$ cat config.mk
export PLATFORM = sky130hd
export DESIGN_NAME = uart_tx
export DESIGN_NICKNAME = d
export VERILOG_FILES = /design/src/rtl/uart_tx.sv
export SDC_FILE = /design/constraint.sdc
export NUM_CORES = 1
export LEC_CHECK = 0
export CORE_ASPECT_RATIO = 1.1
export CORE_MARGIN = 8
export CORE_UTILIZATION = 29
export DETAILED_ROUTE_END_ITERATION = 7
export PLACE_DENSITY_LB_ADDON = 0.05
export SETUP_SLACK_MARGIN = 0.05
export SLEW_MARGIN = 10
export SYNTH_ARGS = -nofsm -noshare
export SYNTH_HDL_FRONTEND = slang
export SYNTH_SLANG_ARGS = --single-unit
$ cat constraint.sdc
create_clock -name clk -period 2.75 [get_ports clk]
set_clock_uncertainty 0.05 [all_clocks]
set_input_delay 0.6875 -clock clk [delete_from_list [all_inputs] [get_ports clk]]
set_output_delay 0.6875 -clock clk [all_outputs]
set_load 0.03 [all_outputs]
$ cat src/rtl/uart_tx.sv
// Byte-serial UART transmitter: start bit, DATA_W data bits LSB first, stop bit.
// A one-entry holding buffer allows back-to-back frames with no idle gap.
module uart_tx #(
  parameter int CLKS_PER_BIT = 4,
  parameter int DATA_W       = 8
) (
  input  logic              clk,
  input  logic              rst,
  input  logic              en,
  input  logic              data_valid,
  input  logic [DATA_W-1:0] data_in,
  output logic              ready,
  output logic              q,
  output logic              active,
  output logic              done,
  output logic              overrun,
  output logic [1:0]        state_dbg
);

  localparam int CW = $clog2(CLKS_PER_BIT);
  localparam int BW = $clog2(DATA_W);
  localparam logic [CW-1:0] CNT_LAST = CW'(CLKS_PER_BIT - 1);
  localparam logic [CW-1:0] CNT_PRE  = CW'(CLKS_PER_BIT - 2);
  localparam logic [BW-1:0] BIT_LAST = BW'(DATA_W - 1);

  typedef enum logic [1:0] {
    IDLE  = 2'd0,
    START = 2'd1,
    DATA  = 2'd2,
    STOP  = 2'd3
  } state_t;

  state_t            state;
  logic [CW-1:0]     clk_cnt;
  logic [BW-1:0]     bit_idx;
  logic [DATA_W-1:0] shift;
  logic [DATA_W-1:0] hold;
  logic              hold_full;
  logic              bit_end;
  logic              accept;
  logic              drop;
  logic              load;

  // Handshake: a byte is taken on any edge where en && data_valid && ready;
  // data_valid while ready is low (and en high) loses the byte and flags overrun.
  always_comb begin
    bit_end   = (clk_cnt == CNT_LAST);
    accept    = en && data_valid && !hold_full;
    drop      = en && data_valid && hold_full;
    load      = hold_full && en && ((state == IDLE) || ((state == STOP) && bit_end));
    ready     = !hold_full;
    state_dbg = state;
  end

  always_ff @(posedge clk) begin
    if (!rst) begin
      state     <= IDLE;
      q         <= 1'b1;
      active    <= 1'b0;
      done      <= 1'b0;
      overrun   <= 1'b0;
      hold_full <= 1'b0;
      hold      <= '0;
      shift     <= '0;
      clk_cnt   <= '0;
      bit_idx   <= '0;
    end else begin
      done <= 1'b0;
      if (drop) overrun <= 1'b1;
      // A same-edge accept wins over the load so the new byte stays held.
      if (accept) begin
        hold      <= data_in;
        hold_full <= 1'b1;
      end else if (load) begin
        hold_full <= 1'b0;
      end

      case (state)
        IDLE: begin
          q       <= 1'b1;
          active  <= 1'b0;
          clk_cnt <= '0;
          if (load) begin
            shift  <= hold;
            state  <= START;
            q      <= 1'b0;
            active <= 1'b1;
          end
        end
        START: begin
          if (bit_end) begin
            clk_cnt <= '0;
            bit_idx <= '0;
            state   <= DATA;
            q       <= shift[0];
          end else begin
            clk_cnt <= clk_cnt + 1'b1;
          end
        end
        DATA: begin
          if (bit_end) begin
            clk_cnt <= '0;
            if (bit_idx == BIT_LAST) begin
              state <= STOP;
              q     <= 1'b1;
            end else begin
              bit_idx <= bit_idx + 1'b1;
              shift   <= shift >> 1;
              q       <= shift[1];
            end
          end else begin
            clk_cnt <= clk_cnt + 1'b1;
          end
        end
        STOP: begin
          // done is registered, so it is raised one clock ahead of the final stop clock.
          if (clk_cnt == CNT_PRE) done <= 1'b1;
          if (bit_end) begin
            clk_cnt <= '0;
            if (load) begin
              shift <= hold;
              state <= START;
              q     <= 1'b0;
            end else begin
              state  <= IDLE;
              active <= 1'b0;
              q      <= 1'b1;
            end
          end else begin
            clk_cnt <= clk_cnt + 1'b1;
          end
        end
        default: state <= IDLE;
      endcase
    end
  end

endmodule

; After elaboration in Yosys (flattened, before gate mapping)
; Index checks and enable logic that the tools add are counted.
[classes]
n_addsub = 2
eq_ne = 13
muxes = 31
n_reduce_logical = 20
[ops]
columns = cell, n
row1 = 8-bit 2-to-1 mux, 4
row2 = 8-bit one-hot mux with 3 select lines, 1
row3 = "2-bit inequality test, second input constant", 7
row4 = 1-bit 2-to-1 mux, 12
row5 = 2-bit 2-to-1 mux, 6
row6 = 3-bit 2-to-1 mux, 3
row7 = "2-bit equality test, second input constant", 4
row8 = 2-bit one-hot mux with 4 select lines, 1
row9 = 4-bit AND reduction, 2
row10 = 1-bit logical AND, 6
row11 = 3-bit one-hot mux with 2 select lines, 1
row12 = 3-bit AND reduction, 2
row13 = 2-bit nonzero test, 3
row14 = 5-bit AND reduction, 1
row15 = 1-bit one-hot mux with 4 select lines, 1
row16 = 2-bit one-hot mux with 2 select lines, 1
row17 = "3-bit by 1-bit adder with 3-bit output, second input constant", 1
row18 = "3-bit equality test, second input constant", 1
row19 = 3-bit nonzero test, 1
row20 = 3-bit OR reduction, 1
row21 = "2-bit by 1-bit adder with 2-bit output, second input constant", 1
row22 = "2-bit by 1-bit equality test with 1-bit output, second input constant", 1
row23 = 2-bit logical NOT, 1
row24 = 1-bit one-hot mux with 2 select lines, 1
row25 = 3 further kinds, 3
[totals]
ff_bits = 28
input_bits = 12
output_inout_bits = 7
wordCells = 76

; Longest topological paths before layout
[logic_depth]
depth_word = 7
mapped_depth = 7
ltp_nobuf = 6

; Least setup slack after synthesis
; No wires, ideal clock.
[synth_path]
path_kind = flip-flop to flip-flop
start = register state[0] (netlist: state_dbg[0])
end = register shift[0]
setup_ns = 0.072
t_arrival_ns = 1.869
t_required_ns = 2.628
slack_ns = 0.760
path_stages_with_launch = 7
path_buffers = 0
period_less_slack_ns = 1.990
path_cell_list = dfxtp_1 -> inv_1 -> ha_1 -> inv_1 -> a21oi_2 -> a211oi_4 -> mux2i_1
[synth_between]
elab_chain_cells = 7
elab_cells_between_ends = 14
classes_between = eq/ne: 5 / mux: 3 / reduce/logical: 6
[synth_lines]
columns = item, line_no
row1 = start: declaration, 33  ; state_t state;
row2 = start signal: assignment, 57  ; state <= IDLE;
row3 = start signal: assignment, 85  ; state <= START;
row4 = start signal: assignment, 94  ; state <= DATA;
row5 = 2-bit equality test, "50, 78"
row6 = 1-bit logical AND, 50  ; load = hold_full && en && ((state == IDLE) || ((state == STOP) && bit_end));
row7 = 1-bit logical OR, 50
row8 = 1-bit logical AND, 50
row9 = 8-bit 2-to-1 mux (2 in a row), -
row10 = 8-bit one-hot mux with 3 select lines, 78  ; case (state)
row11 = end signal: assignment, 84  ; shift <= hold;
row12 = end signal: assignment, 108  ; shift <= shift >> 1;
row13 = end signal: assignment, 121  ; shift <= hold;
row14 = end: declaration, 36  ; logic [DATA_W-1:0] shift;
; Parallel ways exist; a longest one is shown, timed or not. The select of a mux whose other input is x is not followed.
; A chain may end at the register's enable or synchronous reset.

; Final worst setup path
[layout_path]
start = register state[0] (netlist: state_dbg[0])
end = output state_dbg[0]
[layout_lines]
columns = item, line_no
row1 = end: declaration, 17  ; output logic [1:0] state_dbg
; No word-level cell between the ends.

==> reports/metrics.csv <==
metric;value;unit
XOR/XNOR Fraction of Synth Area;0;%
Post-DP Area;0.00162;mm^2
Total Routed Length;3010;um
M2 GR Usage;13.7;%
die width;81.6;um
Initial Util;29.9;%
fraction of the mapped netlist area in compound gates;14.9;%
Commonest cells post-synth;nand2_1 (36), dfxtp_1 (28), a21oi_1 (12), nor2_1 (12), ha_1 (10);
worst path buffer plus inverter count;1;
DR WL/cell;13.0;um
leakage;0.647;nW
Stages on worst setup path;1;
Max VDD drop;0.000343;V
die height;88.1;um
RSZ-0062 raised after global routing;false;
TritonRoute pass-1 iters;3;
clock share of power;28.4;%
hold_buf cts;0;
syn nets;179;
Final TNS setup;0;ns
Yosys reg bits;28;
Final WS setup;0.562;ns
Tmin final;2.19;ns
Comb pwr share;31.4;%
crit-path max FO;6;
result of the run;finished, final reports clean;
met1 Track Usage GR;11.9;%
multiplexer share of the synthesized area;12.3;%
area leader, netlist;dfxtp_1;
core area;0.00459;mm^2
vias in the first global route;1094;
vias per std cell;4.63;
share of layout cells above drive strength 1;11.9;%
Fmax;457;MHz
first-pass GRT wire length;5080;um
Fin. Hold Viols;0;
Clock Sinks;28;
CP Cell Sequence;clkdlybuf4s50_1;
Switch Pwr;370;uW
CTS tree;done;
Setup Buffers After CTS;0;
sequential power share;40.2;%
Crit path max-delay family;buffers and inverters;
type of origin of the critical path;flip-flop;
main combinational cell family by area after synthesis;simple AND/OR/NAND/NOR gates;
Reg clk slew, reported paths;0.10;ns
crit-path max cell delay;0.72;ns
leading post-synthesis cells by cell area;dfxtp_1 (41%), nand2_1 (9.9%), ha_1 (9.1%);
Simple-Gate Fraction of Synth Area;18.9;%
Hold Crit Class;reg -> reg;
initial antenna violation count;0;
input/output buffers;18;
Worst Tran Pin Value;0.555;ns
top-count cell post-synth;nand2_1;
worst reg-to-reg setup slack;0.74;ns
DRC errors left;0;
syn_area_per_cell;8.73;um^2
gr usage total;9.00;%
First DRT Iteration DRCs;31;
max-cap viol count;0;
clk_lat worst skew;0.28;ns
share of the synthesized area in the top cell type;40.9;%
Placer Congestion;0.763;
GRT busiest layer;met2;
Ports;19;
fin. max-slew vios;0;
Sw Share;31.8;%
synthesis-to-finish area growth;23.1;%
pin count of the biggest net entering global routing;19;
Final HPWL DP;2180;um
CP max stage cell;clkdlybuf4s50_1;
synthesized area;0.00137;mm^2
final period utilization;79.6;%
Critical Path RT;2.01;ns
met3 GRT Util;1.75;%
Mapped Cells;157;
TritonCTS buffer count;3;
GR Overflow Total;0;
htree depth;1;
worst r2r dst;shift[0];
yosys warns;0;
DRT antenna net count;0;
Pwr Density;690;mW/mm^2
nets@finish;199;
ant diodes;0;
crit path from;state_dbg[0];
reg2reg start;bit_idx[0];
Critical Path End Type;output pin;
filler cell count;490;
dpl ws;0.350;ns
worst hold margin;0.405;ns
Worst Setup Path Type;reg -> out;
Netlist cell types;35;
Post-synth EDFFs;0;
clock root cell;clkbuf_8;
ys flop type;dfxtp_1;
setup violators final;0;
post-CTS resize count;0;
crit path DAT;1.45;ns
Synth Area in Adders;9.12;%
CP Capture Point;state_dbg[0];
Int Pwr;794;uW
post-route cell area;0.00169;mm^2
Std-Cell Rows;26;
Die ar.;0.00719;mm^2
relative slew slack;62.9;%
async set-reset flop share out of synthesis;0;%
total number of vias;1074;
sequential share of the synthesized area;40.9;%
cells on worst reg2reg path;6;
clk buf depth;2;
==> registers in the layout, indices dropped and copies added, names as in the netlist <==
register / count
q: 1
clk_cnt: 2
state_dbg: 2
active: 1
hold_full: 1
shift: 8
overrun: 1
hold: 8
bit_idx: 3
done: 1
==> area by class of cell <==
cell class	instances	area [um^2]	area share (%)
clock buffer	3	41.3	2.45
clock inverter	1	30.0	1.78
inverter	7	26.3	1.56
multi-input combinational	116	757	44.8
sequential	28	561	33.2
tap	56	70.1	4.15
timing repair buffer	21	203	12.0
==> power groups by stage <==
stage	sequential (mW)	combinational [mW]	clock (mW)
finish	0.467	0.366	0.331
global route	0.474	0.405	0.351
CTS	0.468	0.368	0.342
detailed placement	0.478	0.365	0
global placement	0.476	0.368	0
floorplan	0.512	0.217	0
==> layer usage <==
metal,vias to the layer above,part of all wire (%),wire length (um)
met5,-,0,0
met4,0,0.80,24
met3,2,2.5,75
met2,13,45,1370
met1,488,51,1540
li1,571,-,-
==> kinds of logic (layout without fill, tap and decap cells) <==
family | count (synthesis) | count (layout)
multiplexers | 16 | 16
AO/OA/AOI/OAI | 30 | 30
flip-flops | 28 | 28
AND/OR/NAND/NOR | 60 | 60
adder cells (fa/ha/maj) | 10 | 10
buffers and inverters | 13 | 32
==> through the flow <==
stage | utilization, % | cells | power [mW]
detailed placement | 35.2 | 228 | 0.842
floorplan | - | 157 | 0.728
global placement | 35.2 | 228 | 0.844
finish | 36.8 | 232 | 1.16
CTS | 36.8 | 232 | 1.18
global route | 36.8 | 232 | 1.23
==> worst register-to-register path, delay by kind of cell (launching register included) <==
kind / cells / cell delay (ns)
AOI/OAI and AO/OA: 2 / 0.58
DFF: 1 / 0.35
muxes: 1 / 0.24
adders and majority gates: 2 / 0.45
and+or+nand+nor: 1 / 0.28
==> worst min-delay path by stage <==
| stage | start | to | slack (ns) | depth (start not counted) |
|---|---|---|---|---|
| finish | clk_cnt[0] | clk_cnt[0] | 0.40 | 1 |
| global route | shift[3] | shift[3] | 0.43 | 2 |
| CTS | shift[4] | shift[4] | 0.41 | 2 |
| detailed placement | clk_cnt[0] | clk_cnt[0] | 0.39 | 1 |
| global placement | clk_cnt[0] | clk_cnt[0] | 0.37 | 1 |
| floorplan | clk_cnt[0] | clk_cnt[0] | 0.37 | 1 |
==> placed cells by master (no fill, tap or decap), types with 3 or more instances in the layout <==
master	instances
clkdlybuf4s50_1	18
clkbuf_8	3
dfxtp_1	28
a21oi_1	12
ha_1	10
inv_1	7
o21ai_0	4
nor2_1	12
mux2i_1	9
buf_4	3
mux2_2	7
nand2_1	36
Power figures use the tool's default switching activity.
